[src/rtl/ysyx_22041211_mem_arbiter.sv]
// ysyx_22041211_mem_arbiter
// Two-master (IFU, LSU) to one-slave memory arbiter. One transaction at a
// time, alternating priority under contention, and a bounded wait for the
// memory response that turns into an error response on expiry.
module ysyx_22041211_mem_arbiter #(
  parameter int DATA_LEN = 32,
  parameter int ADDR_LEN = 32,
  parameter int TIMEOUT  = 255
) (
  input  logic                clk,
  input  logic                rst,
  // instruction-fetch master
  input  logic                ifu_req_valid,
  output logic                ifu_req_ready,
  input  logic [ADDR_LEN-1:0] ifu_addr,
  output logic                ifu_resp_valid,
  input  logic                ifu_resp_ready,
  output logic [DATA_LEN-1:0] ifu_rdata,
  // load/store master
  input  logic                lsu_req_valid,
  output logic                lsu_req_ready,
  input  logic [ADDR_LEN-1:0] lsu_addr,
  input  logic                lsu_wen,
  input  logic [DATA_LEN-1:0] lsu_wdata,
  input  logic [3:0]          lsu_wmask,
  output logic                lsu_resp_valid,
  input  logic                lsu_resp_ready,
  output logic [DATA_LEN-1:0] lsu_rdata,
  output logic                resp_err,
  // shared memory port
  output logic                mem_req_valid,
  input  logic                mem_req_ready,
  output logic [ADDR_LEN-1:0] mem_addr,
  output logic                mem_wen,
  output logic [DATA_LEN-1:0] mem_wdata,
  output logic [3:0]          mem_wmask,
  input  logic                mem_resp_valid,
  input  logic [DATA_LEN-1:0] mem_rdata
);

  typedef enum logic [1:0] {
    IDLE = 2'd0,
    REQ  = 2'd1,
    RESP = 2'd2,
    DONE = 2'd3
  } state_t;

  localparam logic       OWNER_IFU = 1'b0;
  localparam logic       OWNER_LSU = 1'b1;
  localparam logic [7:0] TIMEOUT_C = 8'(TIMEOUT);

  state_t                state_r;
  state_t                state_nxt_s;
  logic [7:0]            cnt_r;
  logic                  owner_r;
  logic                  last_owner_r;
  logic [ADDR_LEN-1:0]   addr_r;
  logic                  wen_r;
  logic [DATA_LEN-1:0]   wdata_r;
  logic [3:0]            wmask_r;
  logic [DATA_LEN-1:0]   rdata_r;
  logic                  err_r;

  logic                  ifu_grant_s;
  logic                  lsu_grant_s;
  logic                  cnt_inc_s;
  logic                  timeout_s;
  logic                  resp_cap_s;
  logic                  done_ack_s;

  // Next-state decode: arbitration in IDLE, exit-or-timeout in REQ/RESP,
  // owner handshake in DONE. Exit events are tested before the timeout.
  always_comb begin
    state_nxt_s = state_r;
    ifu_grant_s = 1'b0;
    lsu_grant_s = 1'b0;
    cnt_inc_s   = 1'b0;
    timeout_s   = 1'b0;
    resp_cap_s  = 1'b0;
    done_ack_s  = (owner_r == OWNER_IFU) ? ifu_resp_ready : lsu_resp_ready;
    case (state_r)
      IDLE: begin
        if (ifu_req_valid && (!lsu_req_valid || (last_owner_r == OWNER_LSU))) begin
          ifu_grant_s = 1'b1;
          state_nxt_s = REQ;
        end else if (lsu_req_valid) begin
          lsu_grant_s = 1'b1;
          state_nxt_s = REQ;
        end else begin
          state_nxt_s = IDLE;
        end
      end
      REQ: begin
        if (mem_req_ready) begin
          state_nxt_s = RESP;
        end else if (cnt_r == TIMEOUT_C) begin
          timeout_s   = 1'b1;
          state_nxt_s = DONE;
        end else begin
          cnt_inc_s   = 1'b1;
          state_nxt_s = REQ;
        end
      end
      RESP: begin
        if (mem_resp_valid) begin
          resp_cap_s  = 1'b1;
          state_nxt_s = DONE;
        end else if (cnt_r == TIMEOUT_C) begin
          timeout_s   = 1'b1;
          state_nxt_s = DONE;
        end else begin
          cnt_inc_s   = 1'b1;
          state_nxt_s = RESP;
        end
      end
      DONE: begin
        if (done_ack_s) begin
          state_nxt_s = IDLE;
        end else begin
          state_nxt_s = DONE;
        end
      end
      default: begin
        state_nxt_s = IDLE;
      end
    endcase
  end

  // State, request latch, wait counter and response register.
  always_ff @(posedge clk) begin
    if (!rst) begin
      state_r      <= IDLE;
      cnt_r        <= 8'd0;
      owner_r      <= OWNER_IFU;
      last_owner_r <= OWNER_LSU;
      addr_r       <= {ADDR_LEN{1'b0}};
      wen_r        <= 1'b0;
      wdata_r      <= {DATA_LEN{1'b0}};
      wmask_r      <= 4'b0000;
      rdata_r      <= {DATA_LEN{1'b0}};
      err_r        <= 1'b0;
    end else begin
      state_r <= state_nxt_s;
      if (ifu_grant_s) begin
        addr_r       <= ifu_addr;
        wen_r        <= 1'b0;
        wdata_r      <= {DATA_LEN{1'b0}};
        wmask_r      <= 4'b1111;
        owner_r      <= OWNER_IFU;
        last_owner_r <= OWNER_IFU;
        cnt_r        <= 8'd0;
      end else if (lsu_grant_s) begin
        addr_r       <= lsu_addr;
        wen_r        <= lsu_wen;
        wdata_r      <= lsu_wdata;
        wmask_r      <= lsu_wmask;
        owner_r      <= OWNER_LSU;
        last_owner_r <= OWNER_LSU;
        cnt_r        <= 8'd0;
      end else if (cnt_inc_s) begin
        cnt_r <= cnt_r + 8'd1;
      end
      if (resp_cap_s) begin
        rdata_r <= mem_rdata;
        err_r   <= 1'b0;
      end else if (timeout_s) begin
        rdata_r <= {DATA_LEN{1'b0}};
        err_r   <= 1'b1;
      end
    end
  end

  // Handshake outputs are forced low while reset is asserted so an
  // abandoned transaction never shows a stray valid/ready.
  assign ifu_req_ready  = rst & ifu_grant_s;
  assign lsu_req_ready  = rst & lsu_grant_s;
  assign mem_req_valid  = rst & (state_r == REQ);
  assign ifu_resp_valid = rst & (state_r == DONE) & (owner_r == OWNER_IFU);
  assign lsu_resp_valid = rst & (state_r == DONE) & (owner_r == OWNER_LSU);

  assign mem_addr  = addr_r;
  assign mem_wen   = wen_r;
  assign mem_wdata = wdata_r;
  assign mem_wmask = wmask_r;
  assign ifu_rdata = rdata_r;
  assign lsu_rdata = rdata_r;
  assign resp_err  = err_r;

endmodule

[config.mk]
export PLATFORM = sky130hd
export DESIGN_NAME = ysyx_22041211_mem_arbiter
export DESIGN_NICKNAME = d
export VERILOG_FILES = /design/src/rtl/ysyx_22041211_mem_arbiter.sv
export SDC_FILE = /design/constraint.sdc
export NUM_CORES = 1
export LEC_CHECK = 0
export ABC_AREA = 1
export BUFFER_PORTS_ARGS = -buffer_cell sky130_fd_sc_hd__buf_4
export CAP_MARGIN = 20
export CORE_ASPECT_RATIO = 1.25
export CORE_MARGIN = 10
export CORE_UTILIZATION = 33
export CTS_CLUSTER_DIAMETER = 60
export DETAILED_ROUTE_END_ITERATION = 6
export PLACE_DENSITY = 0.62
export SETUP_SLACK_MARGIN = 0.05
export SLEW_MARGIN = 0
export SYNTH_ARGS = -nofsm -noshare
export SYNTH_HDL_FRONTEND = slang
export SYNTH_SLANG_ARGS = --single-unit
export TNS_END_PERCENT = 1
[constraint.sdc]
create_clock -name clk -period 4.5 [get_ports clk]
set_clock_uncertainty 0.05 [all_clocks]
set_input_delay 0.9 -clock clk [delete_from_list [all_inputs] [get_ports clk]]
set_output_delay 0.9 -clock clk [all_outputs]
set_load 0.03 [all_outputs]
==> results.sh <==
export IMPL_layout_drive_gt1_share=0.416
export IMPL_postCtsSetupBuffers=0
export IMPL_worstSetupPathType="in2out"
export IMPL_area_growth_pct=51.3
export IMPL_worstSetupEndpointType="output pin"
export IMPL_rows=50
export IMPL_num_antenna_cells=0
export IMPL_syn_inst=644
export IMPL_routed_wl_microns=17100
export IMPL_initial_core_util=0.334
export IMPL_fp_dieH_microns=157
export IMPL_synth_top_family_by_area="simple AND/OR/NAND/NOR gates"
export IMPL_ir_worst_vdd_mv=0.197
export IMPL_power_density_nw_per_um2=410
export IMPL_max_freq_mhz=317
export IMPL_ios=280
export IMPL_synth_avg_cell_area_sq_um=7.73
export IMPL_hold_path_class="reg2reg"
export IMPL_synth_edf_count=0
export IMPL_synth_xor_area_frac=0.00528
export IMPL_holdPathStages=2
export IMPL_post_cts_resized=0
export IMPL_via_per_inst=4.68
export IMPL_cts_sink_count=114
export IMPL_startpoint_type="input pin"
export IMPL_arrival_ps=2200
export IMPL_port_buffers=279
export IMPL_rsz0062_at_grt="false"
export IMPL_grt_overflow_total=0
export IMPL_synth_area_mux_share=0
export IMPL_htreeDepth=4
export IMPL_drc_errors=0
export IMPL_synth_compound_area_frac=0.190
export IMPL_track_usage=0.161
export IMPL_period_share=0.700
export IMPL_p_leak_nw=3.34
export IMPL_root_buffer="clkbuf_16"
export IMPL_p_int_w=0.00227
export IMPL_pwr_share_comb=0.165
export IMPL_dp_cells=1036
export IMPL_utilization=0.506
export IMPL_async_flop_share=0
export IMPL_ant_nets=0
export IMPL_grt_first_pass_wirelength_microns=26100
export IMPL_r2r_cells=8
export IMPL_first_pass_iters=5
export IMPL_num_vias=5003
export IMPL_p_seq_frac=0.355
export IMPL_antenna_found_initial=0
export IMPL_synth_fa_ha_area_frac=0.0126
export IMPL_status="complete, no violations"
export IMPL_postCtsHoldBufs=0
export IMPL_maxSlewViolCount=0
export IMPL_synth_seq_cells=114
export IMPL_fin_crit_ps=3150
export IMPL_grt_max_degree=57
export IMPL_crit_required_ps=3550
export IMPL_cts_tree="yes"
export IMPL_wl_per_cell_microns=16.0
export IMPL_worst_pin_slew_ps=946
export IMPL_floorplan_die_area_sq_um=20400
export IMPL_numCtsBuffers=17
export IMPL_switchingPower_w=0.000823
export IMPL_netlist_area_sq_um=4980
export IMPL_switching_share=0.266
export IMPL_path_clk_slew_ps=50
export IMPL_fill_cells=1512
export IMPL_drtIter0Drc=284
export IMPL_hold_ws_ps=394
export IMPL_mostFrequentLayoutCell="buf_4"
export IMPL_synth_ff_type="dfxtp_1"
export IMPL_clockPowerShare=0.480
export IMPL_core_sq_um=14900
export IMPL_setup_tns_ps=0
export IMPL_ys_seq_area_frac=0.459
export IMPL_max_cap_violations=0
export IMPL_insertion_delay_ps=400
export IMPL_final_hold_violation_count=0
export IMPL_synth_distinct_cells=28
export IMPL_synth_nets=790
export IMPL_path_max_fanout=41
export IMPL_final_nets=1020
export IMPL_finalSetupViolations=0
export IMPL_first_global_vias=4852
export IMPL_slew_headroom=0.369
export IMPL_dp_hpwl_microns=12800
export IMPL_ys_warn_count=0
export IMPL_cts_max_path_buffers=2
export IMPL_gp_congestion=0.789
export IMPL_synth_simple_gate_area_frac=0.223
export IMPL_post_layout_nonfiller_instances=1068
export IMPL_final_cell_mix="buf_4 (282), nand2_1 (146), dfxtp_1 (114)"
export IMPL_fp_dieW_microns=130
-- final timing paths --
check,startpoint,endpoint,slack (ps)
max,lsu_req_valid,lsu_req_ready,1350
min,resp_err,resp_err,390
max reg2reg,state_r[1],mem_wdata[3],2240
min reg2reg,resp_err,resp_err,390
-- state kept, by name (all words and copies together), names as in the netlist, 2 cells and up --
register and count:
cnt_r 8, mem_addr 32, state_r 2, ifu_rdata 32, mem_wdata 32, mem_wmask 4
-- layer usage --
layer	GRT usage	part of all wire
met4	0.0456	0.0090
met5	0	0
met2	0.262	0.48
met1	0.178	0.39
met3	0.0865	0.12
-- cell type report --
class | instances | area [sq um] | share of cell area
repair buffers | 283 | 2140 | 0.284
multi-input cells | 435 | 2140 | 0.285
well taps | 182 | 228 | 0.0302
clock buffers | 17 | 425 | 0.0565
inverters | 23 | 87.6 | 0.0116
flip-flops and latches | 114 | 2280 | 0.303
clock inverters | 14 | 228 | 0.0302
-- Yosys cell counts (2+ instances only) --
cell,count,area share
nor3_1,2,0.0020
inv_2,3,0.0023
o21ai_1,11,0.011
a21oi_1,101,0.10
inv_1,19,0.014
nor2_4,2,0.0045
or2_2,32,0.040
xor2_1,2,0.0035
nand3_2,2,0.0040
buf_2,16,0.016
a21oi_2,10,0.018
dfxtp_1,114,0.46
buf_4,32,0.048
buf_6,6,0.014
nand2_1,146,0.11
nor2_1,20,0.015
ha_1,5,0.013
clkbuf_1,12,0.0091
clkbuf_2,6,0.0060
o21ai_0,58,0.058
nand2_2,2,0.0025
nand3_1,37,0.037
-- critical path, cell delays in order --
cell and delay (ps):
buf_4 110, nand2_2 70, nand2_4 240, nand3_4 450, nor2_1 220, buf_4 190
-- logic make-up (layout without fill, tap and decap cells) --
group | after synthesis | in the layout
xor+xnor | 3 | 3
buf+inv | 95 | 337
flops | 114 | 114
fa+ha+maj | 5 | 5
compound gates | 181 | 181
simple gates | 246 | 246
-- metrics by stage --
stage          cell area [sq um]  worst slack, ps  total power, W
2_1_floorplan               4980             1750         0.00141
6_report                    7530             1350         0.00309
4_1_cts                     7510             1290         0.00313
5_1_grt                     7530             1110         0.00323
3_3_place_gp                6860             1320         0.00163
3_5_place_dp                6860             1300         0.00163
-- power by group through the flow --
stage	registers [W]	logic [W]	clock network [W]
after floorplan	0.00122	0.000185	0
after global placement	0.00112	0.000510	0
after detailed placement	0.00112	0.000511	0
after CTS	0.00110	0.000511	0.00152
after global routing	0.00110	0.000554	0.00157
final	0.00110	0.000509	0.00148
No activity file was read; power rests on OpenSTA's default activity.
